==> src/rtl/bus_ctl_pkg.sv <==
// Shared types and default timing constants for the 68k bus cycle controller.
package bus_ctl_pkg;

  typedef enum logic [2:0] {
    IDLE    = 3'd0,
    COUNT   = 3'd1,
    EXTWAIT = 3'd2,
    ACK     = 3'd3,
    BERR    = 3'd4
  } state_t;

  typedef enum logic [2:0] {
    RGN_ROM  = 3'd0,
    RGN_RAM  = 3'd1,
    RGN_IO   = 3'd2,
    RGN_GFX  = 3'd3,
    RGN_DRAM = 3'd4,
    RGN_CAN  = 3'd5,
    RGN_NONE = 3'd6
  } region_t;

  localparam int unsigned DEF_CNT_W    = 8;
  localparam int unsigned DEF_ROM_WAIT = 0;
  localparam int unsigned DEF_RAM_WAIT = 1;
  localparam int unsigned DEF_IO_WAIT  = 2;
  localparam int unsigned DEF_GFX_WAIT = 3;
  localparam int unsigned DEF_TIMEOUT  = 255;

  function automatic logic is_self_timed(input region_t rgn);
    return (rgn == RGN_DRAM) || (rgn == RGN_CAN);
  endfunction

endpackage

==> src/rtl/region_priority_encoder.sv <==
// Picks the winning decoder select (ROM highest, CAN lowest) and flags
// cycles where more than one select is active.
module region_priority_encoder
  import bus_ctl_pkg::*;
(
  input  logic    i_rom_sel,
  input  logic    i_ram_sel,
  input  logic    i_io_sel,
  input  logic    i_gfx_sel,
  input  logic    i_dram_sel,
  input  logic    i_can_sel,
  output region_t o_region,
  output logic    o_conflict
);

  logic [2:0] w_active_cnt;

  always_comb begin
    o_region = RGN_NONE;
    if (i_rom_sel)       o_region = RGN_ROM;
    else if (i_ram_sel)  o_region = RGN_RAM;
    else if (i_io_sel)   o_region = RGN_IO;
    else if (i_gfx_sel)  o_region = RGN_GFX;
    else if (i_dram_sel) o_region = RGN_DRAM;
    else if (i_can_sel)  o_region = RGN_CAN;
  end

  assign w_active_cnt = {2'b00, i_rom_sel} + {2'b00, i_ram_sel} + {2'b00, i_io_sel}
                      + {2'b00, i_gfx_sel} + {2'b00, i_dram_sel} + {2'b00, i_can_sel};
  assign o_conflict   = (w_active_cnt > 3'd1);

endmodule

==> src/rtl/bus_cycle_controller.sv <==
// Sequences each 68k bus cycle: fixed wait states for on-chip regions,
// forwarded DTACK for self-timed slaves, bus error on unmapped or timeout.
module bus_cycle_controller
  import bus_ctl_pkg::*;
#(
  parameter int unsigned CNT_W    = DEF_CNT_W,
  parameter int unsigned ROM_WAIT = DEF_ROM_WAIT,
  parameter int unsigned RAM_WAIT = DEF_RAM_WAIT,
  parameter int unsigned IO_WAIT  = DEF_IO_WAIT,
  parameter int unsigned GFX_WAIT = DEF_GFX_WAIT,
  parameter int unsigned TIMEOUT  = DEF_TIMEOUT
) (
  input  logic i_Clock,
  input  logic i_Reset_H,
  input  logic i_AS_L,
  input  logic i_OnChipRomSelect_H,
  input  logic i_OnChipRamSelect_H,
  input  logic i_IOSelect_H,
  input  logic i_GraphicsCS_L,
  input  logic i_DramSelect_H,
  input  logic i_CanBusSelect_H,
  input  logic i_DramDtack_L,
  input  logic i_CanBusDtack_L,
  output logic o_Dtack_L,
  output logic o_BErr_L,
  output logic o_Timeout_H,
  output logic o_Conflict_H
);

  localparam logic [CNT_W-1:0] LD_ROM     = CNT_W'(ROM_WAIT);
  localparam logic [CNT_W-1:0] LD_RAM     = CNT_W'(RAM_WAIT);
  localparam logic [CNT_W-1:0] LD_IO      = CNT_W'(IO_WAIT);
  localparam logic [CNT_W-1:0] LD_GFX     = CNT_W'(GFX_WAIT);
  localparam logic [CNT_W-1:0] LD_TIMEOUT = CNT_W'(TIMEOUT);

  state_t           r_state,  w_state_next;
  region_t          r_region, w_region;
  logic [CNT_W-1:0] r_cnt,    w_cnt_next, w_wait_load;
  logic             w_conflict, w_ext_dtack_l;
  logic             r_dtack_l, r_berr_l, r_timeout, r_conflict;
  logic             w_dtack_l_next, w_berr_l_next, w_timeout_next, w_conflict_next;

  region_priority_encoder u_prio (
    .i_rom_sel  (i_OnChipRomSelect_H),
    .i_ram_sel  (i_OnChipRamSelect_H),
    .i_io_sel   (i_IOSelect_H),
    .i_gfx_sel  (!i_GraphicsCS_L),
    .i_dram_sel (i_DramSelect_H),
    .i_can_sel  (i_CanBusSelect_H),
    .o_region   (w_region),
    .o_conflict (w_conflict)
  );

  always_comb begin
    w_wait_load = LD_TIMEOUT;
    case (w_region)
      RGN_ROM: w_wait_load = LD_ROM;
      RGN_RAM: w_wait_load = LD_RAM;
      RGN_IO:  w_wait_load = LD_IO;
      RGN_GFX: w_wait_load = LD_GFX;
      default: w_wait_load = LD_TIMEOUT;
    endcase
  end

  // Only the slave latched at cycle start may acknowledge.
  assign w_ext_dtack_l = (r_region == RGN_DRAM) ? i_DramDtack_L : i_CanBusDtack_L;

  always_ff @(posedge i_Clock or posedge i_Reset_H) begin
    if (i_Reset_H) begin
      r_state    <= IDLE;
      r_region   <= RGN_NONE;
      r_cnt      <= '0;
      r_dtack_l  <= 1'b1;
      r_berr_l   <= 1'b1;
      r_timeout  <= 1'b0;
      r_conflict <= 1'b0;
    end else begin
      r_state    <= w_state_next;
      r_cnt      <= w_cnt_next;
      r_dtack_l  <= w_dtack_l_next;
      r_berr_l   <= w_berr_l_next;
      r_timeout  <= w_timeout_next;
      r_conflict <= w_conflict_next;
      if (r_state == IDLE && !i_AS_L) r_region <= w_region;
    end
  end

  always_comb begin
    w_state_next = r_state;
    w_cnt_next   = r_cnt;
    case (r_state)
      IDLE: begin
        if (!i_AS_L) begin
          w_cnt_next = w_wait_load;
          if (w_region == RGN_NONE)      w_state_next = BERR;
          else if (is_self_timed(w_region)) w_state_next = EXTWAIT;
          else                           w_state_next = COUNT;
        end
      end
      COUNT: begin
        if (i_AS_L)            w_state_next = IDLE;
        else if (r_cnt == '0)  w_state_next = ACK;
        else                   w_cnt_next = r_cnt - 1'b1;
      end
      EXTWAIT: begin
        if (i_AS_L)              w_state_next = IDLE;
        else if (!w_ext_dtack_l) w_state_next = ACK;
        else if (r_cnt == '0)    w_state_next = BERR;
        else                     w_cnt_next = r_cnt - 1'b1;
      end
      ACK, BERR: begin
        if (i_AS_L) w_state_next = IDLE;
      end
      default: w_state_next = IDLE;
    endcase
  end

  // An unmapped cycle spends its first edge in BERR before BErr_L drops.
  always_comb begin
    w_dtack_l_next  = !(w_state_next == ACK);
    w_berr_l_next   = !((w_state_next == BERR) && (r_state != IDLE));
    w_timeout_next  = (r_state == EXTWAIT) && (w_state_next == BERR);
    w_conflict_next = (r_state == IDLE) && !i_AS_L && w_conflict;
  end

  assign o_Dtack_L    = r_dtack_l;
  assign o_BErr_L     = r_berr_l;
  assign o_Timeout_H  = r_timeout;
  assign o_Conflict_H = r_conflict;

endmodule

==> config.mk <==
export PLATFORM = sky130hd
export DESIGN_NAME = bus_cycle_controller
export DESIGN_NICKNAME = d
export VERILOG_FILES = /design/src/rtl/bus_ctl_pkg.sv /design/src/rtl/region_priority_encoder.sv /design/src/rtl/bus_cycle_controller.sv
export SDC_FILE = /design/constraint.sdc
export NUM_CORES = 1
export LEC_CHECK = 0
export ABC_AREA = 1
export ABC_CLOCK_PERIOD_IN_PS = 3050
export BUFFER_PORTS_ARGS = -buffer_cell sky130_fd_sc_hd__buf_2
export CORE_MARGIN = 5
export CORE_UTILIZATION = 50
export DETAILED_ROUTE_END_ITERATION = 6
export PLACE_DENSITY = 0.74
export SLEW_MARGIN = 5
export SYNTH_ARGS = -nofsm -noshare
export SYNTH_HDL_FRONTEND = slang
export SYNTH_SLANG_ARGS = --single-unit
==> constraint.sdc <==
create_clock -name i_Clock -period 3.05 [get_ports i_Clock]
set_input_delay 0.1525 -clock i_Clock [delete_from_list [all_inputs] [get_ports i_Clock]]
set_output_delay 0.1525 -clock i_Clock [all_outputs]
set_load 0.02 [all_outputs]
== Yosys cells after proc, flatten, opt, wreduce, memory -nomap -nowiden ==
Cells that the tools add are included.

* Logic and storage cells: 71
* Bits in registers: 18
* Input port bits: 11

* Add/subtract/negate cells: 6
* Mux-type cells: 24
* Reductions and logical operators: 16
* Order comparisons: 1
* Eq/ne operators: 17

{| class="wikitable"
|+ Operator list
! operator !! number
|-
| 2-to-1 mux 8 bit || 5
|-
| 2-to-1 mux 3 bit || 13
|-
| one-hot mux 8 bit (4 select lines) || 1
|-
| one-hot mux 8 bit (3 select lines) || 1
|-
| equality test 3 bit, second input constant || 6
|-
| equality test 3 x 2 -> 1 bit, second input constant || 5
|-
| adder 3 x 1 -> 3 bit || 4
|-
| one-hot mux 3 bit (4 select lines) || 1
|-
| zero test 8 bit || 1
|-
| != test 2 bit, second input constant || 4
|-
| subtractor 8 x 1 -> 8 bit, second input constant || 1
|-
| equality test 3 x 1 -> 1 bit, second input constant || 2
|-
| zero test 3 bit || 2
|-
| nonzero test 3 bit || 2
|-
| AND reduction 5 bit || 1
|-
| logical AND 1 bit || 4
|-
| zero test 1 bit || 4
|-
| 2-to-1 mux 2 bit || 2
|-
| greater-than comparator 3 x 1 -> 1 bit, second input constant || 1
|-
| adder 1 x 1 -> 2 bit || 1
|-
| OR reduction 2 bit || 1
|-
| logical OR 1 bit || 1
|-
| 2-to-1 mux 1 bit || 1
|}

== Depth between registers and ports, before layout ==
* Word-level depth: 15
* Gate-level depth with buffers: 10
* Depth with buffers taken out: 9

== Modules after synthesis ==
Synthesis repeated with hierarchy kept, for this count alone.

* Cell total of the unflattened synthesis: 174
* Area total of the unflattened synthesis: 1,236.2 um^2

{| class="wikitable"
|+ Modules (own cells, without submodules)
! module !! instances !! cells each !! area each (um^2)
|-
| bus_cycle_controller || 1 || 154 || 1,097.3
|-
| region_priority_encoder || 1 || 20 || 138.9
|}

== Worst setup path after synthesis ==
OpenSTA, ideal clock, no wires.

* Path type: input to register
* Start point: input i_OnChipRomSelect_H
* End point: register r_conflict (netlist: o_Conflict_H)
* Cell stages on the path: 8
* Arrival: 1.896 ns
* Data required time: 2.973 ns
* Slack: 1.077 ns
* Path through: ha_1 > inv_1 > fa_1 > inv_1 > ha_1 > a21oi_1 > fa_1 > a21oi_1

* Word-level cells in the longest chain between the ends: 7

{| class="wikitable"
|+ RTL lines
! what !! line !! source
|-
| start, declared || bus_cycle_controller.sv:16 || <nowiki>input logic i_OnChipRomSelect_H,</nowiki>
|-
| adder 1 x 1 -> 2 bit || region_priority_encoder.sv:28 || <nowiki>assign w_active_cnt = {2'b00, i_rom_sel} + {2'b00, i_ram_sel} + {2'b00, i_io_sel}</nowiki>
|-
| adder 3 x 1 -> 3 bit || region_priority_encoder.sv:28 ||
|-
| adder 3 x 1 -> 3 bit (3 in a row) || region_priority_encoder.sv:29 || <nowiki>+ {2'b00, i_gfx_sel} + {2'b00, i_dram_sel} + {2'b00, i_can_sel};</nowiki>
|-
| greater-than comparator 3 x 1 -> 1 bit || region_priority_encoder.sv:30 || <nowiki>assign o_conflict = (w_active_cnt > 3'd1);</nowiki>
|-
| logical AND 1 bit || bus_cycle_controller.sv:123 || <nowiki>w_conflict_next = (r_state == IDLE) && !i_AS_L && w_conflict;</nowiki>
|-
| net w_conflict_next || bus_cycle_controller.sv:41 || <nowiki>logic w_dtack_l_next, w_berr_l_next, w_timeout_next, w_conflict_next;</nowiki>
|-
| end signal, assigned || bus_cycle_controller.sv:83 || <nowiki>r_conflict <= w_conflict_next;</nowiki>
|-
| end, declared || bus_cycle_controller.sv:40 || <nowiki>logic r_dtack_l, r_berr_l, r_timeout, r_conflict;</nowiki>
|}

The timed path passes the listed nets, and every way through them passes these cells.
A chain may end at the register's enable or synchronous reset.

== Worst setup path after layout ==
Same ends and word-level chain as after synthesis.

==> run_results.csv <==
group,metric,value,unit
run_status,status,"completed",
worst_setup_path,r2r-start,"r_state[1]",
clocking,clk_pin_slew,110,ps
worst_setup_path,crit_start,"i_OnChipRomSelect_H",
worst_setup_path,crit_arrival,2100,ps
die,rows,18,
yosys,yosys_warnings,0,
pwr,internal_power,614,µW
timing,fin_crit,1870,ps
pwr,ir_drop,446,µV
clocking,cts_max_level,1,
pwr,comb_power_share,0.568,
finish,drive_above_1_share,0.227,
yosys,synth_xor_area_frac,0.00690,
placed_design,post-dp-hpwl,2080,µm
clocking,insertion_delay,290,ps
placed_design,port_buffers,14,
drt,dr.pass1.iters,5,
die,die_w,60.4,µm
clocking,cts-root-buf,"clkbuf_4",
drt,remaining_drc_errors,0,
timing,final_max_slew_viol_count,0,
job,maxCapViolCount,0,
yosys,synth_fp_nets,193,
clocking,tritoncts,"built",
yosys,synth_top_family_by_area,"simple AND/OR/NAND/NOR gates",
timing,max_freq,0.534,GHz
pwr,clkPwrFrac,0.103,
finish,antenna_cells,0,
drt,wl,2580,µm
finish,final_common_cell,"nand2_1",
clocking,numCtsBuffers,3,
global_routing,grt_pass1_vias,1141,
timing,fin_crit_sh,0.614,
global_routing,grt_first_pass_wirelength,4640,µm
timing,hold_violations,0,
timing,fin_setup_tns,0,ps
placed_design,place_area,1350,µm²
drt,via_per_inst,5.08,
pwr,p_leak,0.000779,µW
placed_design,gp_congestion,0.832,
yosys,synth.avg_cell_area,7.17,µm²
drt,drt_iter0_markers,43,
pwr,p_sw,581,µW
die,io-pin-count,15,
worst_setup_path,worstSetupPathType,"input pin to flip-flop",
timing,relSlewSlack,0.533,
yosys,syn_inst,177,
yosys,synth-compound-area-share,0.101,
yosys,yosysSeqAreaShare,0.359,
yosys,synth_mux_area_frac,0,
yosys,synthAdderAreaFrac,0.0611,
worst_setup_path,timing.critical_path.from_type,"input pin",
global_routing,track_usage,0.169,
clocking,cts.repair.resized,0,
die,core_area,2450,µm²
pwr,p_sw_frac,0.486,
yosys,netlist_area,1270,µm²
finish,layout_common_cells,"nand2_1 (50), inv_1 (28), nor2_1 (17)",
die,start_util,0.517,
timing,setup_viol,0,
clocking,cts_buffer_depth,2,
die,die-area,3650,µm²
yosys,ys_types,27,
drt,wl_per_cell,11.5,µm
worst_setup_path,cp.required,3280,ps
worst_hold_path,min_path_type,"input pin to flip-flop",
worst_setup_path,cp_max_fo,2,
timing,rsz0062_at_grt,"false",
global_routing,grt_start_max_net_pins,19,
drt,vias,1138,
clocking,cts.sinks,18,
worst_setup_path,endpoint_kind,"flip-flop",
worst_hold_path,min_from,"i_AS_L",
yosys,yosys.area_share.simple,0.362,
drt,ant_nets,0,
global_routing,grt-ovfl-total,0,
finish,final.fill_count,236,
die,dieHeight,60.4,µm
pwr,seqPwrFrac,0.328,
finish,fin_area,1390,µm²
clocking,cts_setup_buffers,0,
yosys,ys_ff_latch,18,
timing,clock_skew,10.8,ps
timing,tightest_slew,700,ps
global_routing,antenna_found_initial,0,
finish,num-nets-final,211,
pwr,p_per_area,862,nW/µm²
finish,area_growth,9.16,%
## registers in the layout, summed over array words and instances, names as in the netlist
name and flops:
r_state 3, o_Timeout_H 1, o_BErr_L 1, o_Dtack_L 1, r_cnt 8, o_Conflict_H 1
r_region 3
## area by class of cell
cell class | count | area [µm²] | share of cell area
multi-input cells | 127 | 674 | 0.486
flip-flops and latches | 18 | 455 | 0.329
inverters | 30 | 113 | 0.0812
repair buffers | 15 | 80.1 | 0.0578
well taps | 30 | 37.5 | 0.0271
clock buffers | 4 | 26.3 | 0.0190
## cells in the mapped netlist
master    instances  area share
buf_4             1      0.0059
nand3_1          14       0.055
a21oi_1           4       0.016
buf_12            1       0.016
nor2_1           17       0.050
ha_1              3       0.030
nand4_1           2      0.0099
o21a_1            1      0.0059
o21ai_1           1      0.0039
inv_1            28       0.083
o21bai_1          1      0.0059
fa_1              2       0.032
nor2_2            1      0.0049
dfrtp_1          14        0.28
nor3_1            1      0.0039
a211oi_1          1      0.0059
nand3_2           1      0.0079
nand2_1          50        0.15
nand2_2          12       0.059
o21ai_2           5       0.034
dfstp_2           4       0.083
inv_2             2      0.0059
and2_1            1      0.0049
xor2_1            1      0.0069
nor2_4            2       0.018
o21ai_0           6       0.024
o31ai_1           1      0.0059
## final timing paths
check | to | slack [ps] | cells after the start
worst max-delay path | o_Conflict_H | 1180 | 9
worst min-delay path | o_Dtack_L | 150 | 3
worst max register to register | r_cnt[4] | 1400 | 9
worst min register to register | r_region[1] | 490 | 2
max in group asynchronous | r_region[0] | 2100 | 3
min in group asynchronous | r_cnt[1] | 490 | 3
## power by group through the flow
stage / sequential [µW] / clock, µW / combinational, µW
floorplan: 392 / 0 / 583
global placement: 392 / 0 / 642
detailed placement: 394 / 0 / 683
CTS: 392 / 128 / 686
global route: 404 / 141 / 785
finish: 393 / 123 / 679
## logic make-up after synthesis
group,count (synthesis)
AOI/OAI and AO/OA,20
xor gates and xnor gates,1
adders and majority gates,5
buffers and inverters,32
DFF,18
and+or+nand+nor,101
## layer usage
metal | global-route usage | part of all wire | vias up
met2 | 0.313 | 0.51 | 31
met4 | 0.0570 | 0.013 | 0
met3 | 0.0255 | 0.046 | 4
met5 | 0 | 0 | -
li1 | - | - | 584
met1 | 0.196 | 0.43 | 519
## timing repair
action | in CTS | in global routing
hold buffers | 1 | 0
endpoints found under the setup margin | 0 | 0
endpoints found under the hold margin | 14 | 0
## critical path: stages
cell and delay [ps]:
buf_2 110, ha_1 270, inv_1 50, fa_1 480, inv_1 40, ha_1 270
a21oi_1 170, fa_1 430, a21oi_1 140
## through the flow
step | utilization | std cells | hold WS, ps | power, µW | worst slack [ps]
after global placement | 0.550 | 219 | 292 | 1030 | 925
after detailed placement | 0.550 | 219 | 298 | 1080 | 843
after floorplan | - | 177 | 88.2 | 975 | 1080
after CTS | 0.565 | 224 | 144 | 1210 | 1160
final | 0.565 | 224 | 153 | 1200 | 1180
after global routing | 0.565 | 224 | 157 | 1330 | 1040
Note: power is estimated with default switching activity, not from simulation.
